**src/rtl/pkg_display.sv**
```systemverilog
// Shared 7-segment display definitions.
// Holds the active-high glyph constants (bit order gfedcba) and the nibble
// to glyph lookup, so that any display block renders digits the same way.
package pkg_display;

  localparam logic [6:0] GLIFO_0      = 7'h3F;
  localparam logic [6:0] GLIFO_1      = 7'h06;
  localparam logic [6:0] GLIFO_2      = 7'h5B;
  localparam logic [6:0] GLIFO_3      = 7'h4F;
  localparam logic [6:0] GLIFO_4      = 7'h66;
  localparam logic [6:0] GLIFO_5      = 7'h6D;
  localparam logic [6:0] GLIFO_6      = 7'h7D;
  localparam logic [6:0] GLIFO_7      = 7'h07;
  localparam logic [6:0] GLIFO_8      = 7'h7F;
  localparam logic [6:0] GLIFO_9      = 7'h6F;
  localparam logic [6:0] GLIFO_A      = 7'h77;
  localparam logic [6:0] GLIFO_B      = 7'h7C;
  localparam logic [6:0] GLIFO_C      = 7'h39;
  localparam logic [6:0] GLIFO_D      = 7'h5E;
  localparam logic [6:0] GLIFO_E      = 7'h79;
  localparam logic [6:0] GLIFO_F      = 7'h71;
  localparam logic [6:0] GLIFO_BLANCO = 7'h00;

  // Codes 10-15 render blank unless hex glyphs are requested.
  function automatic logic [6:0] glifo(input logic [3:0] nibble, input bit hex);
    logic [6:0] g;
    unique case (nibble)
      4'h0:    g = GLIFO_0;
      4'h1:    g = GLIFO_1;
      4'h2:    g = GLIFO_2;
      4'h3:    g = GLIFO_3;
      4'h4:    g = GLIFO_4;
      4'h5:    g = GLIFO_5;
      4'h6:    g = GLIFO_6;
      4'h7:    g = GLIFO_7;
      4'h8:    g = GLIFO_8;
      4'h9:    g = GLIFO_9;
      4'hA:    g = hex ? GLIFO_A : GLIFO_BLANCO;
      4'hB:    g = hex ? GLIFO_B : GLIFO_BLANCO;
      4'hC:    g = hex ? GLIFO_C : GLIFO_BLANCO;
      4'hD:    g = hex ? GLIFO_D : GLIFO_BLANCO;
      4'hE:    g = hex ? GLIFO_E : GLIFO_BLANCO;
      default: g = hex ? GLIFO_F : GLIFO_BLANCO;
    endcase
    return g;
  endfunction

endpackage

```
**src/rtl/controlador_display_7seg_decodificador_glifo.sv**
```systemverilog
// Combinational nibble to 7-segment glyph decoder.
// Ports:
//   nibble_i  4-bit digit code
//   patron_o  active-high segment pattern, [0]=a .. [6]=g
module decodificador_glifo
  import pkg_display::*;
#(
  parameter bit MODO_HEX = 1'b0
) (
  input  logic [3:0] nibble_i,
  output logic [6:0] patron_o
);

  assign patron_o = glifo(nibble_i, MODO_HEX);

endmodule

```
**src/rtl/controlador_display_7seg.sv**
```systemverilog
// Multiplexed N-digit 7-segment display driver.
// Scans one digit per refresh slot, blanks the anodes for the first
// BLANK_CICLOS of each slot to avoid ghosting, and renders from a snapshot of
// the inputs taken only at frame wrap so a frame never mixes two values.
// Ports:
//   clk, reset_n   clock, asynchronous active-low reset
//   habilitar      scan enable; low freezes scanning and turns anodes off
//   digitos        packed nibbles, [3:0] = digit 0 (units)
//   punto          decimal point request per digit
//   supr_ceros     leading-zero suppression enable
//   segmentos      {dp,g..a} at pin polarity
//   anodos         one-hot digit select at pin polarity
//   digito_actual  index of the digit being shown
//   fin_barrido    one-cycle pulse at each frame wrap
module controlador_display_7seg
  import pkg_display::*;
#(
  parameter int N_DIGITOS    = 4,
  parameter int DIV_REFRESCO = 50000,
  parameter int BLANK_CICLOS = 500,
  parameter bit MODO_HEX     = 1'b0,
  parameter bit ACTIVO_BAJO  = 1'b1
) (
  input  logic                         clk,
  input  logic                         reset_n,
  input  logic                         habilitar,
  input  logic [4*N_DIGITOS-1:0]       digitos,
  input  logic [N_DIGITOS-1:0]         punto,
  input  logic                         supr_ceros,
  output logic [7:0]                   segmentos,
  output logic [N_DIGITOS-1:0]         anodos,
  output logic [$clog2(N_DIGITOS)-1:0] digito_actual,
  output logic                         fin_barrido
);

  localparam int IW = $clog2(N_DIGITOS);
  localparam int PW = $clog2(DIV_REFRESCO);
  localparam logic [PW-1:0] PRESC_MAX   = PW'(DIV_REFRESCO - 1);
  localparam logic [PW-1:0] PRESC_BLANK = PW'(BLANK_CICLOS);
  localparam logic [IW-1:0] IDX_MAX     = IW'(N_DIGITOS - 1);
  // Pin-level "off" pattern; XOR with it converts active-high to pin polarity.
  localparam logic [7:0]           SEG_INACT = {8{ACTIVO_BAJO}};
  localparam logic [N_DIGITOS-1:0] AN_INACT  = {N_DIGITOS{ACTIVO_BAJO}};

  logic [PW-1:0]          presc_q, presc_d;
  logic [IW-1:0]          idx_q, idx_d;
  logic [4*N_DIGITOS-1:0] snap_q, snap_d;
  logic [N_DIGITOS-1:0]   snap_dp_q, snap_dp_d;
  logic                   fin_q;
  logic [7:0]             seg_q;
  logic [N_DIGITOS-1:0]   an_q;
  logic [IW-1:0]          dig_q;

  logic                 tick, wrap;
  logic [3:0]           nib_sel;
  logic                 dp_sel, lz_sel;
  logic [N_DIGITOS-1:0] an_sel, an_act;
  logic [6:0]           patron, glifo_act;

  assign tick = habilitar && (presc_q == PRESC_MAX);
  assign wrap = tick && (idx_q == IDX_MAX);

  // NOTE: every variable gets a default at the top of an always_comb so no
  // path leaves it unassigned, which would otherwise infer a latch.
  always_comb begin
    presc_d   = presc_q;
    idx_d     = idx_q;
    snap_d    = snap_q;
    snap_dp_d = snap_dp_q;
    if (habilitar) presc_d = tick ? '0 : presc_q + PW'(1);
    if (tick)      idx_d   = (idx_q == IDX_MAX) ? '0 : idx_q + IW'(1);
    if (wrap) begin
      snap_d    = digitos;
      snap_dp_d = punto;
    end
  end

  // Select the scanned digit. A digit is a leading zero when it and every
  // more significant nibble are zero; digit 0 is never suppressed.
  always_comb begin
    nib_sel = '0;
    dp_sel  = 1'b0;
    lz_sel  = 1'b0;
    an_sel  = '0;
    for (int i = 0; i < N_DIGITOS; i++) begin
      if (idx_q == IW'(i)) begin
        nib_sel   = snap_q[4*i +: 4];
        dp_sel    = snap_dp_q[i];
        lz_sel    = supr_ceros && (i != 0) && ((snap_q >> (4*i)) == '0);
        an_sel[i] = 1'b1;
      end
    end
  end

  decodificador_glifo #(
    .MODO_HEX (MODO_HEX)
  ) u_glifo (
    .nibble_i (nib_sel),
    .patron_o (patron)
  );

  assign glifo_act = lz_sel ? GLIFO_BLANCO : patron;
  assign an_act    = (habilitar && (presc_q >= PRESC_BLANK)) ? an_sel : '0;

  // NOTE: sequential state uses non-blocking assignments so all registers
  // sample pre-edge values regardless of statement order.
  always_ff @(posedge clk or negedge reset_n) begin
    if (!reset_n) begin
      presc_q   <= '0;
      idx_q     <= '0;
      snap_q    <= '0;
      snap_dp_q <= '0;
      fin_q     <= 1'b0;
      seg_q     <= SEG_INACT;
      an_q      <= AN_INACT;
      dig_q     <= '0;
    end else begin
      presc_q   <= presc_d;
      idx_q     <= idx_d;
      snap_q    <= snap_d;
      snap_dp_q <= snap_dp_d;
      fin_q     <= wrap;
      seg_q     <= {dp_sel, glifo_act} ^ SEG_INACT;
      an_q      <= an_act ^ AN_INACT;
      dig_q     <= idx_q;
    end
  end

  assign segmentos     = seg_q;
  assign anodos        = an_q;
  assign digito_actual = dig_q;
  assign fin_barrido   = fin_q;

endmodule

```
**config.mk**
```make
export PLATFORM = sky130hd
export DESIGN_NAME = controlador_display_7seg
export DESIGN_NICKNAME = d
export VERILOG_FILES = /design/src/rtl/pkg_display.sv /design/src/rtl/controlador_display_7seg_decodificador_glifo.sv /design/src/rtl/controlador_display_7seg.sv
export SDC_FILE = /design/constraint.sdc
export NUM_CORES = 1
export LEC_CHECK = 0
export ABC_AREA = 1
export CORE_MARGIN = 2
export CORE_UTILIZATION = 55
export CTS_CLUSTER_DIAMETER = 50
export DETAILED_ROUTE_END_ITERATION = 16
export GPL_TIMING_DRIVEN = 0
export PLACE_DENSITY_LB_ADDON = 0.12
export RECOVER_POWER = 25
export SYNTH_ARGS = -nofsm -noshare
export SYNTH_HDL_FRONTEND = slang
export SYNTH_SLANG_ARGS = --single-unit
export TNS_END_PERCENT = 5
```
**constraint.sdc**
```tcl
create_clock -name clk -period 2.35 [get_ports clk]
set_input_delay 0.3525 -clock clk [delete_from_list [all_inputs] [get_ports clk]]
set_output_delay 0.3525 -clock clk [all_outputs]
set_load 0.02 [all_outputs]
```
=== After elaboration in Yosys (flattened, before gate mapping) ===
Memory sizes are Yosys's and may differ from the RTL's.
Index checks and enable logic that the tools add are counted.

* Register bits after elaboration: 53
* ROM bits: 112
* Word-level logic and storage cells: 47
* Memories kept: 1

* Add/sub/neg operators: 2
* Magnitude comparators: 1
* Equal/unequal tests: 4
* Mux-type cells: 19
* Bitwise logic cells: 2
* Reductions and logical operators: 10

{| class="wikitable"
|+ Memories
! memory !! words !! bits a word !! rd ports !! clocked after memory_dff !! wr ports !! line !! RTL
|-
| (name not given) || 16 || 7 || 1 || 0 || 0 || pkg_display.sv:27 || <nowiki>unique case (nibble)</nowiki>
|}

{| class="wikitable"
|+ Operators by type and width
! operator !! count
|-
| zero test 16 bit || 3
|-
| two-way mux 4 bit || 5
|-
| adder 16 x 1 -> 16 bit, second input constant || 1
|-
| equality test 16 bit, second input constant || 1
|-
| greater-or-equal comparator 16 x 9 -> 1 bit, second input constant || 1
|-
| two-way mux 16 bit || 1
|-
| two-way mux 1 bit || 11
|-
| inverter 8 bit || 1
|-
| two-way mux 7 bit || 1
|-
| logical AND 1 bit || 6
|-
| equality test 2 bit, second input constant || 2
|-
| inverter 4 bit || 1
|-
| adder 2 x 1 -> 2 bit, second input constant || 1
|-
| equality test 2 x 1 -> 1 bit, second input constant || 1
|-
| zero test 2 bit || 1
|-
| two-way mux 2 bit || 1
|}

=== Longest topological paths before layout ===
An unclocked memory read counts as a cell.

* Depth after elaboration: 8
* Mapped depth: 13

=== Hierarchy ===
A second synthesis with hierarchy kept.

* Cell total of the unflattened synthesis: 372
* Area total of the unflattened synthesis: 2,834.0 µm²

{| class="wikitable"
|+ Modules (own cells, without submodules)
! module !! instances !! cells an instance !! area an instance (µm²) !! sequential area each (µm²)
|-
| controlador_display_7seg || 1 || 333 || 2,623.8 || 1,341.3
|-
| decodificador_glifo || 1 || 39 || 210.2 || 0.0
|}

=== Least setup slack after synthesis ===
Ideal clock, no wire load.

* Kind: register to register
* Start: reg idx_q[1]
* End: reg seg_q[3], in the netlist segmentos[3]
* Arrival time: 1.749 ns
* Required time: 2.264 ns
* Path slack: 0.515 ns
* Stages on the path, launching flop included: 12
* Buffers on the path: 0
* Cell sequence: dfrtp_1 inv_1 ha_1 inv_2 nor2_1 o31ai_1 o21ai_0 ha_1 inv_1 nand2_1 nand3_1 nand3_1

* Word-level cells in the longest chain between the ends: 8
* Elaborated cells on any way between the ends: 14

{| class="wikitable"
|+ Ends and longest elaborated chain
! item !! line !! RTL
|-
| start, declared || controlador_display_7seg.sv:46 || <nowiki>logic [IW-1:0] idx_q, idx_d;</nowiki>
|-
| start signal, assigned || controlador_display_7seg.sv:119 || <nowiki>idx_q <= idx_d;</nowiki>
|-
| zero test 2 bit || controlador_display_7seg.sv:86 || <nowiki>if (idx_q == IW'(i)) begin</nowiki>
|-
| two-way mux 4 bit (4 in series) || controlador_display_7seg.sv:86 ||
|-
| memory read (16 x 7 bit) || - ||
|-
| two-way mux 7 bit * || controlador_display_7seg.sv:102 || <nowiki>assign glifo_act = lz_sel ? GLIFO_BLANCO : patron;</nowiki>
|-
| inverter 8 bit (no source line) * || - ||
|-
| end signal, assigned || controlador_display_7seg.sv:123 || <nowiki>seg_q <= {dp_sel, glifo_act} ^ SEG_INACT;</nowiki>
|-
| end, declared || controlador_display_7seg.sv:50 || <nowiki>logic [7:0] seg_q;</nowiki>
|}

Mark *: on every way between the ends. The rest lies on a longest branch, timed or not.
A chain may end at the register's enable or synchronous reset.

=== Worst setup path in the final report ===
Ends and elaborated chain as after synthesis.

==> results.md <==
- The run finished with clean final reports.
- The sequential cell area fraction in the yosys report is 0.468.
- Routability-driven placement finished with a final weighted congestion of 0.931.
- In the layout the commonest cells are sky130_fd_sc_hd__nand2_1, sky130_fd_sc_hd__dfrtp_1, sky130_fd_sc_hd__clkdlybuf4s50_1.
- After detailed routing, the number of remaining DRC violations is 0.
- The slowest stage of the critical path belongs to the cell sky130_fd_sc_hd__dfrtp_1.
- Summed over all failing endpoints, the final setup total negative slack is 0 ns.
- The number of DRC markers after the initial detailed-route iteration is 131.
- The final-report setup violation count is 0.
- The leading cell type in the layout, fill and taps excluded is sky130_fd_sc_hd__nand2_1.
- The CTS root buffer is sky130_fd_sc_hd__clkbuf_8.
- The overall die height is around 76 um.
- CTS saw 53 sinks.
- The total overflow left after global routing is 0.
- Input and output buffers added on the ports amount to 37.
- The data arrival at the endpoint of the critical path is 2.36 ns.
- The class of the tightest hold or removal check is in -> reg.
- The time the final worst path needs with I/O delays and setup is 2.13 ns.
- Max-cap violations in this run came to 0.
- The detailed router placed 2449 vias in this run.
- The worst-case hold slack is between 0.3 and 0.4 ns.
- The count of synthesis-stage warnings from yosys is 0.
- Summed over all layers, the routed wires come to between 5 and 6 mm.
- Counting tap cells, the placed design contains a total of 462 instances.
- The transition at the pin with the smallest max-transition slack is between 0.9 and 1 ns.
- Dividing total power by cell area gives a power density of 592 mW/mm2.
- Excluding fillers, the count of instances in the completed layout stands at 471.
- The post-synthesis cell area is approximately 0.0029 mm2.
- The number of antenna violations at the first check in global routing is 0.
- Headroom to the max-slew limit came out at 0.341.
- The peak per-stage delay on the critical path is 0.41 ns.
- The worst register-to-register path has a setup slack of ~0.22 ns.
- The combined buffer and inverter count along the critical path is 3.
- The worst-path maximum fanout is 7.
- The register clock-pin slew on the reported worst setup and hold paths is ~0.10 ns.
- The worst ir drop on vdd is 0.000389 V.
- The maximum number of pins on one net before global-route repair is 38.
- Dividing the detail-routed via count by the number of cells gives approximately 5.2.
- The worst-skew pair later-pin latency is approximately 0.3 ns.
- The cell class contributing the biggest share of worst-path delay is adder cells.
- The finished cells cover 0.00343 mm2.
- A synthesized cell averages 8.10 um2.
- The global-route wire length before repair is 10.4 mm.
- The initial cell density of the core is 0.565.
- The H-tree generated during clock tree synthesis spans 2 levels.
- TritonCTS built the clock tree.
- The number of slew-limit violations in the final report is 0.
- The number of hold violations in the final report is 0.
- In the global route stage, overall resource usage came out at 0.220.
- From synthesis to final layout, the design area changed by 19.8%.
- The required time reported for the critical path endpoint is 2.57 ns.
- The kind of launch point of the worst setup path is a flop.
- The number of antenna-violating nets in the routed design is 0.
- In this run the deepest clock path goes through 2 buffers.
- Fill cells in the final layout number 437.
- The area of the multi-input gates is 0.00129 mm2.
- The number of optimization iterations in the first detailed-route pass is 4.
- The top-level port count is 39.
- The net count of the mapped netlist is 390.
- After detailed routing, the average wire length per cell comes to 12.7 um.
- The post-synthesis cell type count is 32.
- Row generation in the floorplan step produced 26 rows.
- After detailed placement, the total cell area comes to around 0.0033 mm2.
- The top achievable clock speed is 469 MHz.
- The number of global-route vias before repair is 2264.
- The antenna diode count is 0.
- Setup repair after global routing left no endpoint under its margin.
- The share of layout cells above drive strength 1 is 0.137.
- The floorplan step defined a die boundary enclosing 0.00580 mm2.
- In the final design database the tool counted between 400 and 500 nets.
- The total clock buffers created by CTS is 5.
- The analysis attributes to cell leakage a power of 0.00175 uW.
- The number of setup buffers added after CTS is 0.
- The floorplan core area is 0.00507 mm2.
- The critical setup path kind is reg -> reg.
- Synthesis inferred 53 register bits.
- Clock skew on the completed layout was measured at 0.00734 ns.
- Synthesis produced 354 cells.
- The critical path goes through inv_1 -> ha_1 -> inv_2 -> nor2_1 -> o31ai_1 -> o21ai_1 -> ha_1 -> inv_1 -> nand2_1 -> nand3_1 -> nand3_1.
- The width of the die is ~76 um.
- The HPWL after detailed placement is 4.50 mm.
- In the final layout, flip-flops and latches occupy between 0.001 and 0.0015 mm2.
- STA classifies the critical path endpoint as a flop.
- Dividing the final minimum period by the clock period gives 0.907.
## cells by family after synthesis
kind of cell,count (synthesis),synth area share
xor gates and xnor gates,2,0.00611
buffers and inverters,52,0.0799
AOI/OAI and AO/OA,25,0.0476
and+or+nand+nor,210,0.346
adders and majority gates,12,0.0524
DFF,53,0.468
## repair_timing
action	CTS	global route
endpoints found under the setup margin	0	2
hold endpoints to repair	16	0
hold buffers	1	0
resized for setup	0	1
## registers in the layout (all words and copies together) (netlist names)
register       cells
anodos             4
snap_q            16
presc_q           16
segmentos          8
fin_barrido        1
digito_actual      2
idx_q              2
snap_dp_q          4
## power by group
group	internal, uW	switching (uW)	leakage (uW)
Clock	211	300	0.0000374
Sequential	999	104	0.000637
Combinational	164	253	0.00108
## cells in the mapped netlist, drive strengths merged
cell type,number,area share
nand2,110,0.15
clkbuf,3,0.0039
clkinv,1,0.0013
nor3b,1,0.0026
nand3,33,0.063
o211a,1,0.0035
and3,1,0.0022
o21ai,14,0.024
nor2,32,0.053
buf,9,0.024
dfstp,12,0.11
ha,12,0.052
inv,39,0.051
a21oi,9,0.017
xor2,2,0.0061
nor4,2,0.0044
o31ai,1,0.0026
dfrtp,41,0.36
and2,1,0.0022
nor3,5,0.013
nand4,25,0.057
## stage by stage
stage	utilization	total power, uW	setup slack, ns
after floorplan	-	1390	0.515
after global placement	0.655	1520	-0.582
after detailed placement	0.658	1530	0.162
after CTS	0.677	2040	0.132
after global routing	0.677	2140	0.0454
final	0.677	2030	0.219
## path summary, 6_finish.rpt
| check | start | end | cells after the start |
|---|---|---|---|
| hold / removal | habilitar | presc_q[1] | 3 |
| setup reg to reg | idx_q[1] | segmentos[3] | 11 |
| min in group asynchronous | reset_n | digito_actual[1] | 2 |
| setup / recovery | idx_q[1] | segmentos[3] | 11 |
| max in group asynchronous | reset_n | segmentos[7] | 3 |
| hold reg to reg | snap_dp_q[3] | segmentos[7] | 1 |
## per-layer routing
metal	vias to the layer above	track usage	wire length [um]
met5	-	0	0
met4	0	0.0782	104
met3	9	0.0379	301
met1	1133	0.309	2730
met2	63	0.348	2850
li1	1244	-	-
## cell type report
type / instances / share of cell area
flip-flops and latches: 53 / 0.391
multi-input cells: 249 / 0.377
repair buffers: 39 / 0.115
inverters: 40 / 0.0437
well taps: 70 / 0.0255
plain buffers: 12 / 0.0230
clock buffers: 6 / 0.0211
clock inverters: 2 / 0.00437
## worst min-delay path, stage by stage
cell	delay [ns]
sky130_fd_sc_hd__buf_2	0.15
sky130_fd_sc_hd__nand3_1	0.09
sky130_fd_sc_hd__o21ai_1	0.06
No activity file was read; power rests on OpenSTA's default activity.
==> edit: new RTL, same flow settings <==
Put one more register stage on the output `segmentos`, cleared by the reset. The value now appears one clock later. The other outputs are not delayed to match.
--- a/src/rtl/controlador_display_7seg.sv
+++ b/src/rtl/controlador_display_7seg.sv
@@ -128,3 +128,9 @@
 
-  assign segmentos     = seg_q;
+  always_ff @(posedge clk or negedge reset_n) begin
+    if (!reset_n) begin
+      segmentos <= '0;
+    end else begin
+      segmentos <= seg_q;
+    end
+  end
   assign anodos        = an_q;
Formal check against the unedited RTL: not equivalent (Yosys sat finds a counterexample within 4 cycles, from zero or initial values and one cycle with reset_n low).
==> edit against the unedited design <==
- the flow now finishes with violations (capacitance limit, slew limit)
- non-clock buffer count down 5
- core utilization is 3.3 points higher
- area after synthesis up 3.4%
- largest power group unchanged
- worst setup slack better by 0.037 ns
- highest routed layer unchanged
- sequential cell count is 8 higher
- combinational power down 12%
- fmax grew 1.7%
- critical path type unchanged
- cell area increased by 6.2%
- wire length decreased by 4.7%
- total power grew 23%
==> edit: results (changes against the unedited design) <==
| Metric | Value |
|---|---|
| CTS H-tree depth | 3 (+1) |
| Post-synth top cells | nand2_1, dfrtp_1, nand3_1 |
| Max VDD drop | 0.000460 V (+18%) |
| Met2 usage | 33.0% (-1.9 points) |
| Clock Root Buffer | clkbuf_8 |
| Clock Power | 0.920 mW (+80%) |
| Synth area leaders | dfrtp_1, nand2_1, dfstp_2 |
| Clock edge transition at the registers on the reported setup and hold paths | 0.06 ns (-0.04 ns) |
| First-pass GRT wire length | 10.0 mm (-3.7%) |
| Max-Cap Viols | 1 (+1) |
| Slowest stage delay, CP | 0.39 ns (-0.02 ns) |
| Met3 Use GR | 5.23% (+1.4 points) |
| PortBufs | 38 (+2.7%) |
| Ratio of cells with drive above 1 in the final layout | 13.0% (-0.76 points) |
| Biggest regs | presc_q: 16 flops, snap_q: 16 flops |
| Largest net degree at the start of global routing | 33 (-13%) |
| Net count, final | 440 (+0.92%) |
| M1 WL | 2.62 mm (-4.0%) |
| Seq pwr | 1.22 mW (+11%) |
| Status | finished with violations |
| Post-place setup slack | 0.102 ns (-0.0605 ns) |
| WL met2 | 2.68 mm (-6.0%) |
| Sequential power share | 48.6% (-5.7 points) |
| Leakage | 1.85 nW (+5.5%) |
| Detail Placement HPWL | 4.19 mm (-6.9%) |
| Hold Path Class | flip-flop to flip-flop |
| Hold Crit Start | seg_q[7] |
| # Post-CTS Setup Buffers | 0 (unchanged) |
| Placed cells | 463 (+0.22%) |
| Drt pass-1 iters | 4 (unchanged) |
| Vias in the first global route | 2267 (+0.13%) |
| Layout fillers | 426 (-2.5%) |
| GPL Wtd Cong | 0.929 (-0.21%) |
| GRT busiest layer | met2 |
| Sequential area share after synthesis | 52.0% (+5.2 points) |
| Mean Syn Cell Area | 8.37 sq um (+3.4%) |
| Via count | 2420 (-1.2%) |
| Measured slew at the worst slew-check pin | 1.62 ns (+0.634 ns) |
| Uppermost layer routed | met4 |
| Avg WL per Cell | 11.9 um (-6.3%) |
| CTS buffer count | 9 (+4) |
| Clk Latency, worst-skew pair | 0.35 ns (+0.05 ns) |
| Number of diodes | 0 (unchanged) |
| Failing checks | capacitance limit, slew limit |
| Setup Skew | 0.00971 ns (+0.00237 ns) |
| Switching pwr | 0.726 mW (+10%) |
| Slowest library cell on the worst path | dfrtp_1 |
| DR iter-0 viols | 161 (+23%) |
| Post-Route WL | 5.70 mm (-4.7%) |
| Post-CTS Resized | 0 (unchanged) |
| Synth warn | 0 (unchanged) |
| GR met1 Demand/Resource | 29.1% (-1.8 points) |
| Final Max Tran Viols | 30 (+30) |
| Overall Global Routing Usage | 21.3% (-0.68 points) |
| Met3 routed WL | 297 um (-1.3%) |
| Delay-heaviest family, CP | adder cells |
edit: final timing paths:
path	end	slack, ns	depth (start not counted)
hold / removal	segmentos[7]	0.39	0
setup / recovery	seg_q[3]	0.26	11
hold reg to reg	segmentos[7]	0.39	0
max in group asynchronous	fin_barrido	0.99	1
min in group asynchronous	presc_q[13]	0.40	1
setup reg to reg	seg_q[3]	0.26	11
edit: metrics by stage:
stage / setup TNS [ns] / hold WS, ns / area (sq um)
6_report: 0 / 0.389 / 3650
5_1_grt: 0 / 0.393 / 3650
4_1_cts: 0 / 0.0471 / 3640
3_5_place_dp: 0 / 0.381 / 3450
3_3_place_gp: -46.78 / 0.379 / 3430
2_1_floorplan: 0 / 0.0569 / 2960
edit: worst reg2reg max path, cell delays in order, from the launching register on:
cell and delay [ns]:
dfrtp_1 0.39, inv_1 0.09, ha_1 0.28, inv_1 0.18, nor2_1 0.07, o31ai_2 0.27, o21ai_2 0.14, ha_1 0.29
inv_1 0.05, nand3_1 0.09, nand3_1 0.10, nand3_1 0.07
edit: layout make-up:
| class | count | area (sq um) | area share, % |
|---|---|---|---|
| Buffer | 7 | 48.8 | 1.34 |
| Clock buffer | 12 | 145 | 3.98 |
| Clock inverter | 4 | 47.5 | 1.30 |
| Inverter | 41 | 155 | 4.26 |
| Multi-Input combinational cell | 245 | 1230 | 33.6 |
| Sequential cell | 61 | 1540 | 42.3 |
| Tap cell | 70 | 87.6 | 2.40 |
| Timing Repair Buffer | 39 | 394 | 10.8 |
edit: kinds of logic after synthesis:
| family | synth area share (%) |
|---|---|
| buffers and inverters | 6.88 |
| and+or+nand+nor | 29.5 |
| xor gates and xnor gates | 0.296 |
| adders and majority gates | 5.07 |
| DFF | 52.0 |
| AOI/OAI and AO/OA | 6.21 |
